$ cat src/rtl/pa_pkg.sv
// Shared opcode map, latency defaults and opcode classification for the issue scheduler.
package pa_pkg;

  localparam logic [6:0] OP_MUL = 7'h02;
  localparam logic [6:0] OP_LDB = 7'h10;
  localparam logic [6:0] OP_LDW = 7'h11;
  localparam logic [6:0] OP_STB = 7'h12;
  localparam logic [6:0] OP_STW = 7'h13;

  localparam int LAT_ALU_DEF  = 1;
  localparam int LAT_LONG_DEF = 5;
  localparam int CNT_W        = 3;

  typedef logic [4:0]       reg_addr_t;
  typedef logic [CNT_W-1:0] wb_cnt_t;

  localparam wb_cnt_t   CNT_ZERO = 3'd0;
  localparam wb_cnt_t   CNT_ONE  = 3'd1;
  localparam reg_addr_t REG_ZERO = 5'd0;

  function automatic logic is_long_op(input logic [6:0] op);
    case (op)
      OP_LDB, OP_LDW, OP_STB, OP_STW, OP_MUL: is_long_op = 1'b1;
      default:                                is_long_op = 1'b0;
    endcase
  endfunction

  function automatic logic is_store_op(input logic [6:0] op);
    case (op)
      OP_STB, OP_STW: is_store_op = 1'b1;
      default:        is_store_op = 1'b0;
    endcase
  endfunction

endpackage

$ cat src/rtl/issue_scheduler_if.sv
// Decode-to-issue handshake plus writeback and stall status, shared by decoder and scheduler.
interface issue_scheduler_if;
  import pa_pkg::*;

  logic        dec_valid;
  logic [6:0]  dec_op;
  reg_addr_t   dec_addr_a;
  reg_addr_t   dec_addr_b;
  reg_addr_t   dec_addr_d;
  logic        dec_y_sel;
  logic        dec_write;
  logic        dec_ready;
  logic        issue;
  logic        long_start;
  logic        wb_valid;
  reg_addr_t   wb_addr;
  logic [15:0] stall_cnt;

  modport master (
    output dec_valid, dec_op, dec_addr_a, dec_addr_b, dec_addr_d, dec_y_sel, dec_write,
    input  dec_ready, issue, long_start, wb_valid, wb_addr, stall_cnt
  );

  modport slave (
    input  dec_valid, dec_op, dec_addr_a, dec_addr_b, dec_addr_d, dec_y_sel, dec_write,
    output dec_ready, issue, long_start, wb_valid, wb_addr, stall_cnt
  );

endinterface

$ cat src/rtl/issue_scoreboard.sv
// Per-register countdown to writeback for r1..r31, with source/destination lookups,
// writeback-port occupancy probe and the retiring-register decode.
module issue_scoreboard
  import pa_pkg::*;
(
  input  logic           clk,
  input  logic           rst_n,
  input  logic           load_en_i,
  input  reg_addr_t      load_addr_i,
  input  wb_cnt_t        load_val_i,
  input  reg_addr_t      addr_a_i,
  input  reg_addr_t      addr_b_i,
  input  reg_addr_t      addr_d_i,
  input  logic [CNT_W:0] port_val_i,
  output wb_cnt_t        cnt_a_o,
  output wb_cnt_t        cnt_b_o,
  output wb_cnt_t        cnt_d_o,
  output logic           port_hit_o,
  output logic           wb_valid_o,
  output reg_addr_t      wb_addr_o
);

  wb_cnt_t cnt_q [1:31];
  wb_cnt_t cnt_d [1:31];

  // Next-state: a new issue reloads the counter, otherwise busy counters count down.
  always_comb begin
    for (int r = 1; r < 32; r++) begin
      cnt_d[r] = (load_en_i && (load_addr_i == reg_addr_t'(r))) ? load_val_i :
                 ((cnt_q[r] != CNT_ZERO) ? (cnt_q[r] - CNT_ONE) : CNT_ZERO);
    end
  end

  // Counter array state register.
  always_ff @(posedge clk or negedge rst_n) begin
    if (!rst_n) begin
      for (int r = 1; r < 32; r++) begin
        cnt_q[r] <= CNT_ZERO;
      end
    end else begin
      for (int r = 1; r < 32; r++) begin
        cnt_q[r] <= cnt_d[r];
      end
    end
  end

  // Lookups; r0 has no entry so its reads stay at zero and it never retires.
  always_comb begin
    cnt_a_o    = CNT_ZERO;
    cnt_b_o    = CNT_ZERO;
    cnt_d_o    = CNT_ZERO;
    port_hit_o = 1'b0;
    wb_valid_o = 1'b0;
    wb_addr_o  = REG_ZERO;
    for (int r = 1; r < 32; r++) begin
      cnt_a_o    = (addr_a_i == reg_addr_t'(r)) ? cnt_q[r] : cnt_a_o;
      cnt_b_o    = (addr_b_i == reg_addr_t'(r)) ? cnt_q[r] : cnt_b_o;
      cnt_d_o    = (addr_d_i == reg_addr_t'(r)) ? cnt_q[r] : cnt_d_o;
      port_hit_o = port_hit_o | ({1'b0, cnt_q[r]} == port_val_i);
      wb_valid_o = wb_valid_o | (cnt_q[r] == CNT_ONE);
      wb_addr_o  = (cnt_q[r] == CNT_ONE) ? reg_addr_t'(r) : wb_addr_o;
    end
  end

endmodule

$ cat src/rtl/issue_scheduler.sv
// In-order issue gate: RAW/WAW/writeback-port/long-unit hazard checks in front of a
// per-register writeback scoreboard, plus a saturating stall counter.
module issue_scheduler
  import pa_pkg::*;
#(
  parameter int LAT_ALU  = LAT_ALU_DEF,
  parameter int LAT_LONG = LAT_LONG_DEF
) (
  input  logic              clk,
  input  logic              rst_n,
  issue_scheduler_if.slave  bus_if
);

  localparam wb_cnt_t LAT_ALU_C  = wb_cnt_t'(LAT_ALU);
  localparam wb_cnt_t LAT_LONG_C = wb_cnt_t'(LAT_LONG);

  logic           long_op_s;
  logic           store_op_s;
  wb_cnt_t        lat_s;
  logic [CNT_W:0] port_val_s;
  logic           raw_s;
  logic           waw_s;
  logic           port_s;
  logic           struct_s;
  logic           ready_s;
  logic           issue_s;
  logic           load_en_s;
  wb_cnt_t        cnt_a_s;
  wb_cnt_t        cnt_b_s;
  wb_cnt_t        cnt_d_s;
  logic           port_hit_s;
  logic           wb_valid_s;
  reg_addr_t      wb_addr_s;

  wb_cnt_t        long_cnt_q;
  wb_cnt_t        long_cnt_d;
  logic [15:0]    stall_cnt_q;
  logic [15:0]    stall_cnt_d;

  issue_scoreboard u_scoreboard (
    .clk         (clk),
    .rst_n       (rst_n),
    .load_en_i   (load_en_s),
    .load_addr_i (bus_if.dec_addr_d),
    .load_val_i  (lat_s),
    .addr_a_i    (bus_if.dec_addr_a),
    .addr_b_i    (bus_if.dec_addr_b),
    .addr_d_i    (bus_if.dec_addr_d),
    .port_val_i  (port_val_s),
    .cnt_a_o     (cnt_a_s),
    .cnt_b_o     (cnt_b_s),
    .cnt_d_o     (cnt_d_s),
    .port_hit_o  (port_hit_s),
    .wb_valid_o  (wb_valid_s),
    .wb_addr_o   (wb_addr_s)
  );

  // Hazard evaluation and issue handshake; a counter at 1 retires this cycle and is not a hazard.
  always_comb begin
    long_op_s  = is_long_op(bus_if.dec_op);
    store_op_s = is_store_op(bus_if.dec_op);
    lat_s      = long_op_s ? LAT_LONG_C : LAT_ALU_C;
    // A pending write at L+1 would share the writeback port with this op.
    port_val_s = {1'b0, lat_s} + 4'd1;
    raw_s      = (cnt_a_s > CNT_ONE) || (bus_if.dec_y_sel && (cnt_b_s > CNT_ONE));
    waw_s      = bus_if.dec_write && (cnt_d_s > CNT_ONE);
    port_s     = bus_if.dec_write && port_hit_s;
    struct_s   = long_op_s && (long_cnt_q > CNT_ONE);
    ready_s    = !bus_if.dec_valid || !(raw_s || waw_s || port_s || struct_s);
    issue_s    = bus_if.dec_valid && ready_s && rst_n;
    load_en_s  = issue_s && bus_if.dec_write && !store_op_s && (bus_if.dec_addr_d != REG_ZERO);
    long_cnt_d = (issue_s && long_op_s) ? LAT_LONG_C :
                 ((long_cnt_q != CNT_ZERO) ? (long_cnt_q - CNT_ONE) : CNT_ZERO);
    stall_cnt_d = (bus_if.dec_valid && !ready_s && (stall_cnt_q != 16'hFFFF)) ?
                  (stall_cnt_q + 16'd1) : stall_cnt_q;
  end

  // Long-unit occupancy and stall counter registers.
  always_ff @(posedge clk or negedge rst_n) begin
    if (!rst_n) begin
      long_cnt_q  <= CNT_ZERO;
      stall_cnt_q <= 16'd0;
    end else begin
      long_cnt_q  <= long_cnt_d;
      stall_cnt_q <= stall_cnt_d;
    end
  end

  assign bus_if.dec_ready  = ready_s;
  assign bus_if.issue      = issue_s;
  assign bus_if.long_start = issue_s && long_op_s;
  assign bus_if.wb_valid   = wb_valid_s;
  assign bus_if.wb_addr    = wb_addr_s;
  assign bus_if.stall_cnt  = stall_cnt_q;

endmodule

$ cat src/flat_wrapper.sv
// flat-port wrapper written by rule: the top's interface ports become plain ports
module issue_scheduler_flat import pa_pkg::*;
#(
  parameter int LAT_ALU  = LAT_ALU_DEF,
  parameter int LAT_LONG = LAT_LONG_DEF
)
  (clk, rst_n, bus_if_dec_valid, bus_if_dec_op, bus_if_dec_addr_a, bus_if_dec_addr_b, bus_if_dec_addr_d, bus_if_dec_y_sel, bus_if_dec_write, bus_if_dec_ready, bus_if_issue, bus_if_long_start, bus_if_wb_valid, bus_if_wb_addr, bus_if_stall_cnt);
  issue_scheduler_if bus_if_i ();
  input  logic clk;
  input  logic rst_n;
  input wire logic [$bits(bus_if_i.dec_valid)-1:0] bus_if_dec_valid;
  input wire logic [$bits(bus_if_i.dec_op)-1:0] bus_if_dec_op;
  input wire logic [$bits(bus_if_i.dec_addr_a)-1:0] bus_if_dec_addr_a;
  input wire logic [$bits(bus_if_i.dec_addr_b)-1:0] bus_if_dec_addr_b;
  input wire logic [$bits(bus_if_i.dec_addr_d)-1:0] bus_if_dec_addr_d;
  input wire logic [$bits(bus_if_i.dec_y_sel)-1:0] bus_if_dec_y_sel;
  input wire logic [$bits(bus_if_i.dec_write)-1:0] bus_if_dec_write;
  output wire logic [$bits(bus_if_i.dec_ready)-1:0] bus_if_dec_ready;
  output wire logic [$bits(bus_if_i.issue)-1:0] bus_if_issue;
  output wire logic [$bits(bus_if_i.long_start)-1:0] bus_if_long_start;
  output wire logic [$bits(bus_if_i.wb_valid)-1:0] bus_if_wb_valid;
  output wire logic [$bits(bus_if_i.wb_addr)-1:0] bus_if_wb_addr;
  output wire logic [$bits(bus_if_i.stall_cnt)-1:0] bus_if_stall_cnt;
  assign bus_if_i.dec_valid = bus_if_dec_valid;
  assign bus_if_i.dec_op = bus_if_dec_op;
  assign bus_if_i.dec_addr_a = bus_if_dec_addr_a;
  assign bus_if_i.dec_addr_b = bus_if_dec_addr_b;
  assign bus_if_i.dec_addr_d = bus_if_dec_addr_d;
  assign bus_if_i.dec_y_sel = bus_if_dec_y_sel;
  assign bus_if_i.dec_write = bus_if_dec_write;
  assign bus_if_dec_ready = bus_if_i.dec_ready;
  assign bus_if_issue = bus_if_i.issue;
  assign bus_if_long_start = bus_if_i.long_start;
  assign bus_if_wb_valid = bus_if_i.wb_valid;
  assign bus_if_wb_addr = bus_if_i.wb_addr;
  assign bus_if_stall_cnt = bus_if_i.stall_cnt;
  issue_scheduler #(.LAT_ALU(LAT_ALU), .LAT_LONG(LAT_LONG)) u_core (.clk(clk), .rst_n(rst_n), .bus_if(bus_if_i));
endmodule
$ cat config.mk
export PLATFORM = sky130hd
export DESIGN_NAME = issue_scheduler_flat
export DESIGN_NICKNAME = d
export VERILOG_FILES = /design/src/rtl/pa_pkg.sv /design/src/rtl/issue_scheduler_if.sv /design/src/rtl/issue_scoreboard.sv /design/src/rtl/issue_scheduler.sv /design/src/flat_wrapper.sv
export SDC_FILE = /design/constraint.sdc
export NUM_CORES = 1
export LEC_CHECK = 0
export CAP_MARGIN = 10
export CORE_ASPECT_RATIO = 1.5
export CORE_MARGIN = 2
export CORE_UTILIZATION = 40
export CTS_CLUSTER_DIAMETER = 120
export DETAILED_ROUTE_END_ITERATION = 7
export PLACE_DENSITY = 0.63
export SLEW_MARGIN = 0
export SYNTH_ARGS = -nofsm -noshare
export SYNTH_HDL_FRONTEND = slang
export SYNTH_SLANG_ARGS = --single-unit
export TNS_END_PERCENT = 30
$ cat constraint.sdc
create_clock -name clk -period 4.2 [get_ports clk]
set_input_delay 0.84 -clock clk [delete_from_list [all_inputs] [get_ports clk]]
set_output_delay 0.84 -clock clk [all_outputs]
set_load 0.02 [all_outputs]
==> reports/metrics.cfg <==
[status]
status=finished clean

[power_and_ir_drop]
ir_worst_vdd_uv=355
powerDensity_mw_per_mm2=270
p_leak_nw=5.92

[detailed_routing]
vias=9997
wl_per_cell_um=23.2
detail_route.drc_violations=0
antenna_left=0
dr.first_iter.drc_count=829
wl_mm=38.8
vias_per_cell=5.98
drtPass1Iterations=5

[cts]
clk_latency_ns=0.38
cts_tree=done
numCtsBuffers=9
clockRootBuffer=clkbuf_16
cts.sinks=112
htree_levels=3
cts_buffer_depth=2
path_clk_slew_ns=0.07
ctsHoldBuffers=0

[synth]
synth_area_mm2=0.00946
ys_seq_area_share_pct=29.6
synth_enable_flop_cells=0
syn_nets=1251
synth.distinct_cells=74
avgSynthCellArea_um2=8.16
synthCells=1159
ys_ff_latch=112
synthFlopType=dfrtp_1
yosysWarnings=0
postSynth.asyncResetShare_pct=100

[finish]
nets=1443
layout-drive-gt1-share_pct=24.3
multi_input_area_mm2=0.00640
fillers=2220
final_cell_area_mm2=0.0124
syn_to_final_growth_pct=31.2
seq_area_mm2=0.00281
postLayoutCoreUtil_pct=53.6
n_antenna_cell=0

[global_route]
grt_pass1_wl_mm=58.4
gr-total-overflow=0
grt_max_degree=74
met3_usage_pct=5.66
groute.usage.overall_pct=31.6
use_met2_pct=52.0
grt_busiest_layer=met2
grt_pass1_vias=9998
antenna_found_initial=1
grtUsageMet1_pct=36.6

[placement]
io_buffers=51
routabilityCongestion=1.05
place_hpwl_mm=28.9
post-place-ws_ns=-0.751
placedInstanceArea_mm2=0.0114

[critical_path]
cp_data_arrival_time_ns=3.30
worstSetupPathType=in2out
required_ns=3.36
cp-start-kind=input pin
crit_path_end_kind=output port
cp_max_fo=7

[floorplanning]
die_w_um=130
io_pins=52
die_height_um=192
core_area_mm2=0.0231
dieArea_mm2=0.0249
row_count=68
start_util_pct=40.9

[timing]
fmax_ghz=0.241
tns_ns=0
rsz0062_at_grt=yes
fin_crit_sh_pct=98.7
finalHoldViolCount=0
relSlewSlack_pct=33.2
tightest_slew_ns=1.00
fin_crit_ns=4.14
setup_slack_ns=0.0553
finalSetupViolCount=0
fin_skew_ns=0.00909
slew_viol_final=0

[run]
drv_cap=0

[worst_hold_path]
hold_class=reg2reg

-- metrics by stage --
step	hold WS [ns]	instances	total power [W]
finish	0.494	1671	0.00335
global route	0.527	1671	0.00351
CTS	0.501	1665	0.00334
detailed placement	0.490	1627	0.00243
global placement	0.483	1627	0.00242
floorplan	0.458	1159	0.00187
-- Yosys cell counts, types with 14 or more instances --
cell type / number / area, um^2
xor2_1: 15 / 131
a21oi_1: 39 / 195
o211ai_1: 19 / 143
clkbuf_1: 57 / 214
inv_1: 78 / 293
and3_1: 14 / 87.6
mux2i_1: 17 / 170
nand4_1: 46 / 288
a31oi_1: 15 / 93.8
nor2b_1: 20 / 125
nand3b_1: 35 / 263
dfrtp_1: 112 / 2800
nand3_1: 26 / 130
nand2_1: 88 / 330
nor3b_1: 46 / 345
ha_1: 65 / 813
nand2b_1: 20 / 125
mux2_1: 27 / 304
nor3_1: 17 / 85.1
nor2_1: 97 / 364
o21ai_0: 111 / 556
-- worst paths after layout --
check	slack (ns)	startpoint	depth (start not counted)	end
max	0.06	bus_if_dec_addr_d[1]	14	bus_if_long_start
min	0.49	u_core.long_cnt_q[0]	1	u_core.long_cnt_q[0]
max reg2reg	0.41	u_core.u_scoreboard.cnt_q[64]	11	u_core.u_scoreboard.cnt_q[26]
min reg2reg	0.49	u_core.long_cnt_q[0]	1	u_core.long_cnt_q[0]
max in group asynchronous	2.18	rst_n	3	u_core.u_scoreboard.cnt_q[79]
min in group asynchronous	0.57	rst_n	2	u_core.bus_if.stall_cnt[1]
-- cells in the final DEF, fill, tap and decap left out, types with 7 or more instances in the layout --
cell type        synthesis  routed
buf_4                    0     191
dfrtp_1                112     110
o21ai_0                111     103
nor2_1                  97      93
nand2_1                 88      86
inv_1                   78      78
ha_1                    65      65
nand4_1                 46      46
nor3b_1                 46      42
a21oi_1                 39      36
nand3b_1                35      35
mux2_1                  27      27
nand3_1                 26      25
clkdlybuf4s50_1          0      23
o211ai_1                19      19
nand2b_1                20      18
nor2b_1                 20      17
mux2i_1                 17      17
nor3_1                  17      16
xor2_1                  15      15
and3_1                  14      14
mux2_2                  12      12
a31oi_1                 15      12
and2_1                  12      11
a22oi_1                 12      11
clkbuf_16                0      10
buf_2                   12       8
buf_6                    4       8
and3b_1                  7       7
o21ai_1                  1       7
-- sequential cells by signal, summed over array words and instances (netlist names) --
register / cells
u_core.u_scoreboard.cnt_q: 93
u_core.bus_if.stall_cnt: 16
u_core.long_cnt_q: 3
-- power breakdown --
| part | internal (W) | total [W] | switching (W) |
|---|---|---|---|
| sequential | 0.00114 | 0.00122 | 0.0000809 |
| clock | 0.000410 | 0.000854 | 0.000444 |
| combinational | 0.000552 | 0.00127 | 0.000720 |
| total | 0.00210 | 0.00335 | 0.00124 |
-- worst max-delay path: stages --
cell	delay [ns]
buf_4	0.13
buf_12	0.14
buf_6	0.11
and3b_1	0.19
o21ai_2	0.09
a21oi_2	0.07
o211ai_1	0.43
a41oi_2	0.17
o311a_1	0.40
nor4_4	0.26
buf_4	0.17
nand4_1	0.09
inv_1	0.10
buf_6	0.11
-- kinds of logic (layout without fill, tap and decap cells) --
group / after synthesis / count (layout) / synth area share (%)
AOI/OAI and AO/OA: 282 / 282 / 19.0
xor gates and xnor gates: 15 / 15 / 1.39
adders and majority gates: 65 / 65 / 8.60
buffers and inverters: 157 / 354 / 6.71
DFF: 112 / 112 / 29.6
muxes: 57 / 57 / 6.68
and+or+nand+nor: 471 / 471 / 28.0
-- cell type report --
type                    instances  area share (%)
multi-input cells             890            51.6
flip-flops and latches        112            22.6
repair buffers                259            18.0
well taps                     315            3.18
inverters                      79            2.39
clock buffers                  11            1.88
clock inverters                 5           0.333
-- layer usage --
layer	up-vias	wire [um]
met3	155	2760
met2	475	18400
li1	4542	-
met5	-	0
met1	4825	14500
met4	0	3150
-- what timing repair did --
item / 4_1_cts / 5_1_grt
gates resized for setup: 111 / 62
setup buffers: 13 / 4
pin swaps: 29 / 27
setup endpoints to repair: 6 / 5
gates cloned: 9 / 2
(Power assumes the default switching activity.)
